===== config.mk =====
export PLATFORM = sky130hd
export DESIGN_NAME = pipe_text_renderer
export DESIGN_NICKNAME = d
export VERILOG_FILES = /design/src/rtl/pipe_text_renderer_pkg.sv /design/src/rtl/pipe_text_renderer_lut.sv /design/src/rtl/pipe_text_renderer.sv
export SDC_FILE = /design/constraint.sdc
export NUM_CORES = 1
export LEC_CHECK = 0
export CORE_MARGIN = 3
export CORE_UTILIZATION = 39
export DETAILED_ROUTE_END_ITERATION = 6
export PLACE_DENSITY = 0.56
export SYNTH_ARGS = -nofsm -noshare
export SYNTH_HDL_FRONTEND = slang
export SYNTH_SLANG_ARGS = --single-unit

===== constraint.sdc =====
create_clock -name clk -period 3.8 [get_ports clk]
set_input_delay 0.38 -clock clk [delete_from_list [all_inputs] [get_ports clk]]
set_output_delay 0.38 -clock clk [all_outputs]
set_load 0.005 [all_outputs]

===== src/rtl/pipe_text_renderer_pkg.sv =====
// Shared character codes, opcodes and FSM state encoding for the pipeline text renderer.
package pipe_text_pkg;

    localparam logic [5:0] AN_0 = 6'd0,  AN_1 = 6'd1,  AN_2 = 6'd2,  AN_3 = 6'd3,  AN_4 = 6'd4;
    localparam logic [5:0] AN_5 = 6'd5,  AN_6 = 6'd6,  AN_7 = 6'd7,  AN_8 = 6'd8,  AN_9 = 6'd9;
    localparam logic [5:0] AN_A = 6'd10, AN_B = 6'd11, AN_C = 6'd12, AN_D = 6'd13, AN_E = 6'd14;
    localparam logic [5:0] AN_F = 6'd15, AN_G = 6'd16, AN_H = 6'd17, AN_I = 6'd18, AN_J = 6'd19;
    localparam logic [5:0] AN_K = 6'd20, AN_L = 6'd21, AN_M = 6'd22, AN_N = 6'd23, AN_O = 6'd24;
    localparam logic [5:0] AN_P = 6'd25, AN_Q = 6'd26, AN_R = 6'd27, AN_S = 6'd28, AN_T = 6'd29;
    localparam logic [5:0] AN_U = 6'd30, AN_V = 6'd31, AN_W = 6'd32, AN_X = 6'd33, AN_Y = 6'd34;
    localparam logic [5:0] AN_Z = 6'd35, AN_SP = 6'd36, AN_PT = 6'd37, AN_DS = 6'd38;

    localparam logic [3:0] OP_NOP  = 4'd0,  OP_ADD  = 4'd1,  OP_ADDI = 4'd2,  OP_SUB  = 4'd3;
    localparam logic [3:0] OP_AND  = 4'd4,  OP_OR   = 4'd5,  OP_SLT  = 4'd6,  OP_LW   = 4'd8;
    localparam logic [3:0] OP_SW   = 4'd9,  OP_SWI  = 4'd10, OP_BEZI = 4'd12, OP_BNZI = 4'd13;
    localparam logic [3:0] OP_BEZR = 4'd14, OP_BNZR = 4'd15;

    typedef enum logic [2:0] {
        ST_IDLE,
        ST_LOAD,
        ST_SCAN,
        ST_EMIT,
        ST_DONE
    } state_e;

endpackage


===== src/rtl/pipe_text_renderer_lut.sv =====
// Instruction decode table: one 16-bit instruction and a character index give one display code.
module insn_char_lut
    import pipe_text_pkg::*;
(
    input  logic [15:0] insn,
    input  logic [3:0]  k,
    output logic [5:0]  code
);

    logic [5:0] row [16];
    logic [3:0] op;
    logic [5:0] a, b, c;

    assign op = insn[15:12];
    assign a  = {2'b00, insn[11:8]};
    assign b  = {2'b00, insn[7:4]};
    assign c  = {2'b00, insn[3:0]};

    always_comb begin
        for (int unsigned i = 0; i < 16; i++) row[i] = AN_SP;
        unique case (op)
            OP_NOP:  begin row[0] = AN_N; row[1] = AN_O; row[2] = AN_P; end
            OP_ADD:  begin row[0] = AN_A; row[1] = AN_D; row[2] = AN_D; end
            OP_ADDI: begin row[0] = AN_A; row[1] = AN_D; row[2] = AN_D; row[3] = AN_I; end
            OP_SUB:  begin row[0] = AN_S; row[1] = AN_U; row[2] = AN_B; end
            OP_AND:  begin row[0] = AN_A; row[1] = AN_N; row[2] = AN_D; end
            OP_OR:   begin row[0] = AN_O; row[1] = AN_R; end
            OP_SLT:  begin row[0] = AN_S; row[1] = AN_L; row[2] = AN_T; end
            OP_LW:   begin row[0] = AN_L; row[1] = AN_W; end
            OP_SW:   begin row[0] = AN_S; row[1] = AN_W; end
            OP_SWI:  begin row[0] = AN_S; row[1] = AN_W; row[2] = AN_I; end
            OP_BEZI: begin row[0] = AN_B; row[1] = AN_E; row[2] = AN_Z; row[3] = AN_I; end
            OP_BNZI: begin row[0] = AN_B; row[1] = AN_N; row[2] = AN_Z; row[3] = AN_I; end
            OP_BEZR: begin row[0] = AN_B; row[1] = AN_E; row[2] = AN_Z; row[3] = AN_R; end
            OP_BNZR: begin row[0] = AN_B; row[1] = AN_N; row[2] = AN_Z; row[3] = AN_R; end
            default: ;
        endcase
        unique case (op)
            OP_NOP: ;
            OP_ADD, OP_SUB, OP_AND, OP_OR, OP_SLT: begin
                row[4]  = AN_R; row[5]  = a; row[6]  = AN_PT;
                row[8]  = AN_R; row[9]  = b; row[10] = AN_PT;
                row[12] = AN_R; row[13] = c; row[14] = AN_PT;
            end
            OP_ADDI, OP_SWI, OP_BEZI, OP_BNZI: begin
                row[4] = AN_R;  row[5] = a; row[6]  = AN_PT;
                row[8] = AN_DS; row[9] = b; row[10] = c;
            end
            OP_SW, OP_BEZR, OP_BNZR: begin
                row[4] = AN_R; row[5] = a; row[6]  = AN_PT;
                row[8] = AN_R; row[9] = b; row[10] = AN_PT;
            end
            OP_LW: begin
                row[4] = AN_R; row[5] = b; row[6]  = AN_PT;
                row[8] = AN_R; row[9] = c; row[10] = AN_PT;
            end
            // Undefined opcodes (7, 11) render as a full row of X.
            default: for (int unsigned i = 0; i < 16; i++) row[i] = AN_X;
        endcase
    end

    assign code = row[k];

endmodule


===== src/rtl/pipe_text_renderer.sv =====
// Snapshots every pipeline stage instruction and streams its 16 display characters,
// with pixel coordinates, to the glyph writer; unchanged stages are skipped unless redraw_all.
module pipe_text_renderer
    import pipe_text_pkg::*;
#(
    parameter int unsigned NUM_STAGES = 5,
    parameter int unsigned COL0       = 4,
    parameter int unsigned ROW0       = 300,
    parameter int unsigned COL_PITCH  = 128,
    parameter int unsigned CHAR_W     = 7,
    parameter int unsigned ROW_PITCH  = 12
) (
    input  logic                      clk,
    input  logic                      rst_n,
    input  logic                      start,
    input  logic                      redraw_all,
    input  logic [16*NUM_STAGES-1:0]  stage_insn,
    output logic                      char_valid,
    input  logic                      char_ready,
    output logic [5:0]                char_code,
    output logic [9:0]                char_x,
    output logic [9:0]                char_y,
    output logic                      busy,
    output logic                      frame_done
);

    localparam int unsigned MAX_STAGES = 8;

    state_e      state_q, state_d;
    logic [3:0]  s_q, s_d, k_q, k_d;
    logic [15:0] snap_q [MAX_STAGES];
    logic [15:0] snap_d [MAX_STAGES];
    logic [15:0] last_q [MAX_STAGES];
    logic [15:0] last_d [MAX_STAGES];
    logic [7:0]  drawn_q, drawn_d;
    logic [5:0]  code_q, code_d;
    logic [9:0]  x_q, x_d, y_q, y_d;

    logic [127:0] insn_pad;
    logic [2:0]   idx;
    logic [3:0]   lut_k, col;
    logic [5:0]   lut_code;
    logic [9:0]   x_pix, y_pix;
    logic         dirty;

    assign insn_pad = 128'(stage_insn);
    assign idx      = s_q[2:0];

    // Outputs are loaded one character ahead: index 0 on SCAN->EMIT, k+1 on each beat.
    assign lut_k = (state_q == ST_EMIT) ? k_q + 4'd1 : '0;
    assign col   = (lut_k < 4'd4) ? lut_k : lut_k - 4'd4;
    assign x_pix = 10'(COL0 + 32'(s_q) * COL_PITCH + 32'(col) * CHAR_W);
    assign y_pix = 10'((lut_k < 4'd4) ? ROW0 : ROW0 + ROW_PITCH);
    assign dirty = redraw_all || !drawn_q[idx] || (snap_q[idx] != last_q[idx]);

    insn_char_lut u_lut (
        .insn (snap_q[idx]),
        .k    (lut_k),
        .code (lut_code)
    );

    always_comb begin
        state_d = state_q;
        s_d     = s_q;
        k_d     = k_q;
        snap_d  = snap_q;
        last_d  = last_q;
        drawn_d = drawn_q;
        code_d  = code_q;
        x_d     = x_q;
        y_d     = y_q;
        unique case (state_q)
            ST_IDLE: if (start) state_d = ST_LOAD;
            ST_LOAD: begin
                for (int unsigned i = 0; i < MAX_STAGES; i++)
                    snap_d[i] = (i < NUM_STAGES) ? insn_pad[16*i +: 16] : '0;
                s_d     = '0;
                state_d = ST_SCAN;
            end
            ST_SCAN: begin
                if (s_q == 4'(NUM_STAGES)) begin
                    state_d = ST_DONE;
                end else if (dirty) begin
                    k_d     = '0;
                    code_d  = lut_code;
                    x_d     = x_pix;
                    y_d     = y_pix;
                    state_d = ST_EMIT;
                end else begin
                    s_d = s_q + 4'd1;
                end
            end
            ST_EMIT: begin
                if (char_ready) begin
                    if (k_q == 4'd15) begin
                        last_d[idx]  = snap_q[idx];
                        drawn_d[idx] = 1'b1;
                        s_d          = s_q + 4'd1;
                        state_d      = ST_SCAN;
                    end else begin
                        k_d    = k_q + 4'd1;
                        code_d = lut_code;
                        x_d    = x_pix;
                        y_d    = y_pix;
                    end
                end
            end
            ST_DONE: state_d = ST_IDLE;
            default: state_d = ST_IDLE;
        endcase
    end

    always_ff @(posedge clk or negedge rst_n) begin
        if (!rst_n) begin
            state_q <= ST_IDLE;
            s_q     <= '0;
            k_q     <= '0;
            drawn_q <= '0;
            code_q  <= '0;
            x_q     <= '0;
            y_q     <= '0;
            for (int unsigned i = 0; i < MAX_STAGES; i++) begin
                snap_q[i] <= '0;
                last_q[i] <= '0;
            end
        end else begin
            state_q <= state_d;
            s_q     <= s_d;
            k_q     <= k_d;
            drawn_q <= drawn_d;
            code_q  <= code_d;
            x_q     <= x_d;
            y_q     <= y_d;
            for (int unsigned i = 0; i < MAX_STAGES; i++) begin
                snap_q[i] <= snap_d[i];
                last_q[i] <= last_d[i];
            end
        end
    end

    assign char_valid = (state_q == ST_EMIT);
    assign busy       = (state_q != ST_IDLE);
    assign frame_done = (state_q == ST_DONE);
    assign char_code  = code_q;
    assign char_x     = x_q;
    assign char_y     = y_q;

endmodule


# Yosys cells after proc, flatten, opt, wreduce, memory -nomap -nowiden
# Index checks and enable logic that the tools add are counted.
[totals] regBits=253 in_bits=85 output_inout_bits=29
[classes] n_addsub=5 mul=1 order_cmp=6 n_eq_ne=28 n_mux=58 bitwise_logic=3 n_reduce_logical=28
[op_table] op="$bwmux W128" n=1
[op_table] op="$pmux W12 S10" n=1
[op_table] op="$bmux W16 S3" n=2
[op_table] op="$mux W10" n=8
[op_table] op="$mux W16" n=5
[op_table] op="$pmux W18 S4" n=1
[op_table] op="$pmux W18 S3" n=1
[op_table] op="$demux W16 S3" n=1
[op_table] op="$mux W4" n=10
[op_table] op="$pmux W10 S2" n=2
[op_table] op="$mux W6" n=6
[op_table] op="$pmux W18 S2" n=1
[op_table] op="$pmux W6 S6" n=1
[op_table] op="$eq A4 B4 Y1 const B" n=8
[op_table] op="$bmux W6 S4" n=1
[op_table] op="$mux W24" n=1
[op_table] op="$pmux W6 S2" n=2
[op_table] op="$mux W3" n=6
[op_table] op="$eq A4 B3 Y1 const B" n=4
[op_table] op="$ne A16 B16 Y1" n=1
[op_table] op="$reduce_or A14 Y1" n=1
[op_table] op="$pmux W3 S4" n=1
[op_table] op="$pmux W4 S3" n=1
[op_table] op="$reduce_or A12 Y1" n=1
[op_table] op="other kinds (43)" n=62

# Logic depth before layout (Yosys ltp)
# Gate-level depths: netlist of run 1.
[depth] ltp_word=14 mapped_depth=15 ltp_nobuf=13

# By module
# From an unflattened synthesis of run 1, not the netlist that was laid out.
[unflattened] cells_unflattened=1276 area_unflattened_um2=13052.5
[by_module_without_submodules] mod="pipe_text_renderer" instances=1 cells_each=1056 area_per_inst_um2=11765.0 seq_area_each_um2=6130.9
[by_module_without_submodules] mod="insn_char_lut" instances=1 cells_each=220 area_per_inst_um2=1287.5 seq_area_each_um2=0.0

# Worst setup path after synthesis of run 1
# OpenSTA, ideal clock, no wires.
[synth_timing] kind="register -> register" start="register k_q[0]" end="register x_q[5], in the netlist char_x[5]" arrival_ps=3348 setup_slack_ps=327 path_stages_with_launch=15 synth_period_minus_slack_ps=3473 cell_sequence="dfrtp_1 clkbuf_1 and3_1 mux2_2 inv_1 clkbuf_1 nand2_1 inv_1 fa_1 ha_1 ha_1 inv_1 fa_1 xnor2_1 mux2_4"
[synth_between] elab_chain_len=9 elab_cells_between_ends=15 cone_classes="add/sub (3); mul (1); order compare (1); eq/ne (2); mux (7); reduce/logical (1)"
[synth_lines] element="start: declaration" line="pipe_text_renderer.sv:30" text="logic [3:0] s_q, s_d, k_q, k_d;"
[synth_lines] element="start signal: assignment" line="pipe_text_renderer.sv:129" text="k_q <= k_d;"
[synth_lines] element="$add A4 B1 Y4" line="pipe_text_renderer.sv:50" text="assign lut_k = (state_q == ST_EMIT) ? k_q + 4'd1 : '0;"
[synth_lines] element="$mux W4" line="pipe_text_renderer.sv:50"
[synth_lines] element="$sub A4 B3 Y4 / $lt A4 B3 Y1 (equally long branches)" line="pipe_text_renderer.sv:51" text="assign col = (lut_k < 4'd4) ? lut_k : lut_k - 4'd4;"
[synth_lines] element="$mux W4" line="pipe_text_renderer.sv:51"
[synth_lines] element="$mul A4 B3 Y7" line="pipe_text_renderer.sv:52" text="assign x_pix = 10'(COL0 + 32'(s_q) * COL_PITCH + 32'(col) * CHAR_W);"
[synth_lines] element="$add A10 B7 Y10" line="pipe_text_renderer.sv:52"
[synth_lines] element="$mux W10, on equally long branches" line="pipe_text_renderer.sv:95, pipe_text_renderer.sv:83"
[synth_lines] element="$mux W10, on equally long branches" line="pipe_text_renderer.sv:94, pipe_text_renderer.sv:81"
[synth_lines] element="$pmux W10 S2" line="pipe_text_renderer.sv:72" text="unique case (state_q)"
[synth_lines] element="end signal: assignment" line="pipe_text_renderer.sv:120" text="x_q <= '0;"
[synth_lines] element="end signal: assignment" line="pipe_text_renderer.sv:132" text="x_q <= x_d;"
[synth_lines] element="end: declaration" line="pipe_text_renderer.sv:37" text="logic [9:0] x_q, x_d, y_q, y_d;"
# Several ways; a longest one is shown, not always the timed one. The select of a mux whose other input is x is not followed.
# A chain may end at the register's enable or synchronous reset.

# Worst setup path in the final report of run 1
[layout_timing] start="register s_q[0]" end="register code_q[2], in the netlist char_code[2]"
[layout_between] elab_chain_len=14 elab_cells_between_ends=61 cone_classes="eq/ne (17); mux (24); bitwise (1); reduce/logical (19)"
[layout_lines] element="start: declaration" line="pipe_text_renderer.sv:30"
[layout_lines] element="start signal: assignment" line="pipe_text_renderer.sv:116" text="s_q <= '0;"
[layout_lines] element="start signal: assignment" line="pipe_text_renderer.sv:128" text="s_q <= s_d;"
[layout_lines] element="$not A3 Y4 (implied by the code)" line="pipe_text_renderer.sv:54, pipe_text_renderer.sv:57"
[layout_lines] element="$bmux W16 S3" line="pipe_text_renderer.sv:54, pipe_text_renderer.sv:57"
[layout_lines] element="$mux W16 (implied by the code) (2 in a row)" line="pipe_text_renderer.sv:54, pipe_text_renderer.sv:57"
[layout_lines] element="$eq A4 B4 Y1, or another cell as far along" line="pipe_text_renderer_lut.sv:21, pipe_text_renderer_lut.sv:38"
[layout_lines] element="$reduce_or A4 Y1 (no source line), or another cell as far along"
[layout_lines] element="$pmux W6 S6, or another cell as far along" line="pipe_text_renderer_lut.sv:21" text="unique case (op)"
[layout_lines] element="$mux W24" line="pipe_text_renderer_lut.sv:38" text="unique case (op)"
[layout_lines] element="$bmux W6 S4" line="pipe_text_renderer_lut.sv:62" text="assign code = row[k];"
[layout_lines] element="$mux W6 (implied by the code) (2 in a row)" line="pipe_text_renderer_lut.sv:62"
[layout_lines] element="$mux W6, on equally long branches" line="pipe_text_renderer.sv:95, pipe_text_renderer.sv:83"
[layout_lines] element="$mux W6, on equally long branches" line="pipe_text_renderer.sv:94, pipe_text_renderer.sv:81"
[layout_lines] element="$pmux W6 S2" line="pipe_text_renderer.sv:72"
[layout_lines] element="end signal: assignment" line="pipe_text_renderer.sv:131" text="code_q <= code_d;"
[layout_lines] element="end: declaration" line="pipe_text_renderer.sv:36" text="logic [5:0] code_q, code_d;"
# Several ways; a longest one is shown, not always the timed one. The select of a mux whose other input is x is not followed.

==> results.md, run 1 <==
* Mapped Avg Cell Area at ~11 µm²
* Clock latency on the worst-skew pair at ~550 ps
* Worst-path cell with the longest stage delay: dfrtp_4
* Footprint of the multi-input gates at 5910 µm²
* CP Max Fanout at 32
* Largest family of logic cells by synthesized area: multiplexers
* Critical-path cell list: nor3b_2 -> buf_4 -> a21o_1 -> buf_4 -> nor4_1 -> a21o_1 -> a2111oi_0 -> buf_4 -> a31oi_1 -> o211ai_1 -> mux2_4
* Antenna diodes at 0
* Fraction of layout cells with a size suffix above 1 at 22.7%
* Initial Util at about two fifths
* Routed WL at ~36,000 µm
* IO buf count at between 100 and 150
* Critical path endpoint category: flop
* Row count at 65
* LEAKAGE at roughly 7 nW
* Commonest non-fill, non-tap cell in the layout: dfrtp_1
* Yosys reg bits at 245
* DRC Markers at 3
* Setup crit start kind: flop
* Max-Cap Viols at 0
* Placed Instances at between 1.5k and 2k
* Synth cell types at just over 80
* P_sw at 4.35 mW
* Routed Antenna Nets at 0
* Hold Slack at approximately 400 ps
* H-tree levels at 1
* RSZ-0062 raised after global routing: false
* Critical path class: flop to flop
* Worst R2R Path Depth at 11
* Via count at approximately 9.5k
* Worst Skew at ~16 ps
* Ys async rst share at between 90% and 100%
* Part of the power in registers at 29.7%
* Shortest period the worst path allows at between 3000 and 4000 ps
* Die area at approximately 34,000 µm²
* Power share of the combinational group at 47.7%
* CTS tree: done
* Post-layout util at approximately half
* Slew HR at between 50% and 60%
* Most frequent cells in the layout: dfrtp_1 (243), clkdlybuf4s50_1 (107), mux2_2 (104), buf_4 (88), a21oi_1 (85)
* Maximum VDD drop at ~0.00036 V
* CP top delay family: compound AO/OA/AOI/OAI gates
* Post-Syn Area at approximately 13,000 µm²
* Buf/Inv on CP at 3
* Post-cts resize count at 0
* Final nets at 1,387
* Power Internal at 6.99 mW
* Clk network pwr share at a little under a quarter
* Worst-case clock buffer depth at 3
* Worst Tran Pin Value at 706 ps
* Vias in the first global route at roughly 9.5k
* CP max stage delay at ~700 ps
* FMAX at 274 MHz
* DR pass1 iterations at 7
* Drt via density at about 5.6
* Design Power at roughly 11 mW
* Status: finished with violations
* Clk sinks at roughly 250
* TNS Setup at 0 ps
* Reg area at just over 6000 µm²
* Post-DR wirelength/cell at ~21 µm
* Period utilization at a little over nine tenths
* Initial antenna violation count at 0
* Final cell count without fillers at 1,707
* Worst Path Arrival at 4130 ps
* Critical Path Stages at 11
* Largest net degree at the start of global routing at around 110
* Core area at about 32,000 µm²
* Worst r2r src: s_q[0]$_DFFE_PN0P_
* Post-DP HPWL at 25,300 µm
* Clock root cell: clkbuf_16
* Sw Ratio at 38.4%
* Reg clk slew, reported paths at ~60 ps
* Synth Area in Compound Gates at between 10% and 20%
* Gr ovfl total at 0
* Violated checks: DRC
* Area Growth Syn to Fin at 22.4%
* All-Layer GR Usage at around a fifth
* Main synth FF type: dfrtp_1
* Crit path required time at between 4000 and 5000 ps
* Ys Warns at 0
* Post-synthesis simple-gate area fraction at a little under an eighth
* Mux cell area share after synthesis at between 15 and 20%
* Crit-path most repeated cell: buf_4
* Sequential fraction of the synthesis area at roughly half
* Final Max Slew Viols at 0
* PwrDens at roughly 740 nW/µm²
* Initial drt markers at roughly 630
* Num CTS Buffers at 28
* First-pass GRT wire length at 56,400 µm
* CP Launch Point: s_q[0]$_DFFE_PN0P_
* Worst Hold Class: input pin to async pin
* Routability cong. at roughly 0.94
* Post-synth EDFFs at 0
* Number of fill cells at 2,875
* Die Wd at between 150 and 200 µm
* Adder-cell share of the synthesized area at roughly 1.5%
* Io pins at between 100 and 150
* Post-Synth XOR/XNOR Area at 1.26%
* Die height at between 150 and 200 µm
* Setup-failing EPs final at 0
* Post-synthesis cell count at about 1.1k
* Final hold viol count at 0
==> state kept, by name, summed over array words and instances (netlist names) <==
name	count
char_code	6
char_y	3
snap_q	80
state_q	3
k_q	4
drawn_q	8
s_q	4
char_x	9
last_q	128
==> Yosys cell counts (5+ instances only) <==
library cell | n | share of area, %
nor3_1 | 16 | 0.64
buf_2 | 16 | 0.64
mux2_2 | 104 | 9.3
and2_1 | 34 | 1.7
o21ai_0 | 60 | 2.4
mux2_4 | 18 | 2.2
clkbuf_1 | 54 | 1.6
o211ai_1 | 8 | 0.48
buf_4 | 9 | 0.54
nor4_1 | 7 | 0.35
mux2i_1 | 50 | 4.0
o22ai_1 | 20 | 1.0
a21o_1 | 6 | 0.36
nand3_1 | 18 | 0.72
o32a_1 | 6 | 0.48
inv_1 | 15 | 0.45
nand2b_1 | 10 | 0.50
a211oi_1 | 6 | 0.36
nand4_1 | 10 | 0.50
nand2_1 | 71 | 2.1
xnor2_1 | 9 | 0.63
a221oi_1 | 11 | 0.77
a21oi_1 | 86 | 3.4
nor2b_1 | 23 | 1.1
xor2_1 | 9 | 0.63
or2_2 | 5 | 0.25
dfrtp_1 | 245 | 49
mux4_2 | 9 | 1.6
a31oi_1 | 8 | 0.40
nor2_1 | 86 | 2.6
ha_1 | 12 | 1.2
buf_6 | 7 | 0.63
==> cell type report <==
| cell class | instances | area share [%] |
|---|---|---|
| clock buffers | 42 | 5.36 |
| clock inverters | 5 | 0.310 |
| inverters | 18 | 0.440 |
| multi-input cells | 792 | 38.4 |
| flip-flops and latches | 245 | 39.9 |
| well taps | 402 | 3.27 |
| repair buffers | 203 | 12.2 |
==> per-layer routing <==
layer  global-route usage, %  wire length [µm]  part of all wire (%)  vias to the layer above
met4                    5.76              1110                   3.1                        0
li1                        -                 -                     -                     4420
met2                    30.4             15100                    42                      361
met1                    32.4             17400                    49                     4663
met5                       0                 0                     0                        -
met3                    3.36              2030                   5.7                       69
==> power groups by stage <==
stage / Clock (mW) / Sequential (mW) / Combinational, mW
after floorplan: 0 / 3.25 / 3.63
after global routing: 2.73 / 3.43 / 5.87
after global placement: 0 / 3.41 / 5.32
after detailed placement: 0 / 3.42 / 5.31
final: 2.56 / 3.37 / 5.41
after CTS: 2.63 / 3.38 / 5.33
==> final timing paths <==
check	to	slack (ps)
min in group clk	snap_q[54]$_DFFE_PN0P_	440
worst min register to register	drawn_q[5]$_DFFE_PN0P_	460
worst max-delay path	char_code[2]$_DFFE_PN0P_	150
worst max register to register	char_code[2]$_DFFE_PN0P_	150
worst min-delay path	k_q[2]$_DFFE_PN0P_	400
max in group asynchronous	last_q[66]$_DFFE_PN0P_	2400
==> per-stage QoR <==
step	setup WS [ps]	cell area, µm²
3_5_place_dp	195	14400
2_1_floorplan	327	12600
5_1_grt	29.4	15400
6_report	149	15400
4_1_cts	177	15300
3_3_place_gp	134	14400
==> cells by family after synthesis <==
family | count (synthesis)
AO/OA/AOI/OAI | 272
XOR/XNOR | 18
adder cells (fa/ha/maj) | 14
buffers and inverters | 110
flip-flops | 245
multiplexers | 185
other | 1
AND/OR/NAND/NOR | 298
==> timing repair <==
| action | in CTS | in global routing |
|---|---|---|
| endpoints found under the hold margin | 68 | 0 |
| setup endpoints to repair | 0 | 2 |
| setup buffers | 0 | 5 |
| hold buffers | 1 | 0 |
Power figures use the tool's default switching activity.
==> inputs of run 2 (changes only) <==
- CORE_UTILIZATION: 39 -> 40
- PLACE_DENSITY: 0.56 -> 0.57
==> results.md, run 2 (same netlist as run 1, synthesis figures left out) <==
* Critical path class: flop to flop
* Setup Fix Bufs, Post-CTS at 0
* Gr ovfl total at 0
* Initial Util at between 40% and 50%
* Die Wd at roughly 180 µm
* Final cell count without fillers at about 1.7k
* CTS tree: done
* IO buf count at 108
* Row count at 64
* Core area at a little over 30,000 µm²
* Final Max Slew Viols at 0
* DRC Markers at 0
* Period utilization at 92.5%
* Post-layout util at between 50 and 60%
* Design Power at between 10 and 15 mW
* Worst Skew at about 17 ps
* Design area at ~15,000 µm²
* Drt via density at 5.58
* Clock root cell: clkbuf_16
* PwrDens at roughly 760 nW/µm²
* Final nets at around 1.4k
* CP Max Fanout at 22
* Io pins at between 100 and 150
* Commonest non-fill, non-tap cell in the layout: dfrtp_1
* H-tree levels at 1
* Worst Hold Class: input pin to flop
* Clk sinks at approximately 250
* Maximum VDD drop at 0.000384 V
* Num CTS Buffers at 29
* Worst Path Arrival at approximately 4000 ps
* Slew HR at 44.4%
* Area Growth Syn to Fin at 22.9%
* Post-DP HPWL at about 26,000 µm
* First-pass GRT wire length at between 50,000 and 60,000 µm
* Number of fill cells at 2,838
* Critical path endpoint category: flop
* Most frequent cells in the layout: dfrtp_1 (243), clkdlybuf4s50_1 (107), mux2_2 (104), a21oi_1 (84), nor2_1 (83)
* Setup crit start kind: flop
* Largest net degree at the start of global routing at 106
* Final hold viol count at 0
* Placed Instances at 1,647
* Fraction of layout cells with a size suffix above 1 at 22.9%
* Max reg flops at about 130
* Worst Tran Pin Value at ~830 ps
* Initial drt markers at a little under 800
* Routed Antenna Nets at 0
* Die height at about 180 µm
* TNS Setup at 0 ps
* Post-DR wirelength/cell at between 20 and 25 µm
* Shortest period the worst path allows at 3520 ps
* Status: finished clean
* LEAKAGE at 6.88 nW
* Initial antenna violation count at 0
* Reg clk slew, reported paths at about 60 ps
* Crit path required time at 4250 ps
* Worst-case clock buffer depth at 3
* All-Layer GR Usage at between 20% and 30%
* Vias in the first global route at 9,722
* Die area at 33,500 µm²
* Placed cell areas at about 14,000 µm²
* RSZ-0062 raised after global routing: false
* Max-Cap Viols at 0
* Top reg by flops: last_q
* FMAX at 284 MHz
* Setup-failing EPs final at 0
* Via count at between 9k and 10k
* DR pass1 iterations at 5
* Clock latency on the worst-skew pair at approximately 570 ps
* Routed WL at 36,500 µm
* Routability cong. at 0.908
## run 2: cell count changes in the layout (fill, tap and decap cells not counted), sizes merged
cell	change
clkbuf	+3
clkinvlp	+1
clkinv	-1
inv	+1
buf	-6
diode	+1
bufinv	+1
## run 2: final cells by class
type	count	area, µm²	area share (%)
clock buffers	45	896	5.81
flip-flops and latches	245	6140	39.8
clock inverters	7	85.1	0.552
well taps	396	495	3.21
multi-input cells	792	5910	38.3
diodes	1	2.50	0.0162
repair buffers	197	1830	11.9
inverters	18	67.6	0.438
## run 2: layer usage
layer / global-route usage (%) / vias up / share of wire [%]
met2: 33.9 / 315 / 44
met4: 5.24 / 0 / 2.2
met5: 0 / - / 0
li1: - / 4407 / -
met3: 4.58 / 59 / 6.9
met1: 32.7 / 4712 / 46
## run 2: path summary, 6_finish.rpt
check	startpoint	end	slack [ps]	cells after the start
max	s_q[0]$_DFFE_PN0P_	char_code[0]$_DFFE_PN0P_	280	11
min	stage_insn[71]	snap_q[55]$_DFFE_PN0P_	420	2
max reg2reg	s_q[0]$_DFFE_PN0P_	char_code[0]$_DFFE_PN0P_	280	11
min reg2reg	drawn_q[4]$_DFFE_PN0P_	drawn_q[4]$_DFFE_PN0P_	460	1
max in group asynchronous	rst_n	last_q[72]$_DFFE_PN0P_	2290	3
min in group asynchronous	rst_n	char_x[4]$_DFFE_PN0P_	460	2
## run 2: timing repair
action                     in CTS  in global routing
resized for setup               0                  1
hold buffers                    1                  0
setup endpoints to repair       0                  1
hold endpoints to repair      101                  0
## run 2: through the flow
step	hold slack [ps]	setup slack, ps
2_1_floorplan	84.4	327
3_3_place_gp	446	282
3_5_place_dp	449	288
4_1_cts	405	273
5_1_grt	406	113
6_report	419	284
## run 2: power breakdown
| part | leakage (nW) | total (mW) | switching [mW] | internal [mW] |
|---|---|---|---|---|
| clock | 0.483 | 2.81 | 1.13 | 1.69 |
| combinational | 3.19 | 5.52 | 3.04 | 2.48 |
| sequential | 3.21 | 3.31 | 0.281 | 3.03 |
## run 2: worst max-delay path: stages, from the launching register on
cell and delay, ps:
dfrtp_4 580, buf_12 230, buf_4 170, mux2i_1 180, o22ai_1 140, nor2_1 340
xor2_1 120, or4_4 560, nor3b_2 220, a21oi_2 90, a31o_4 370, mux2_4 350
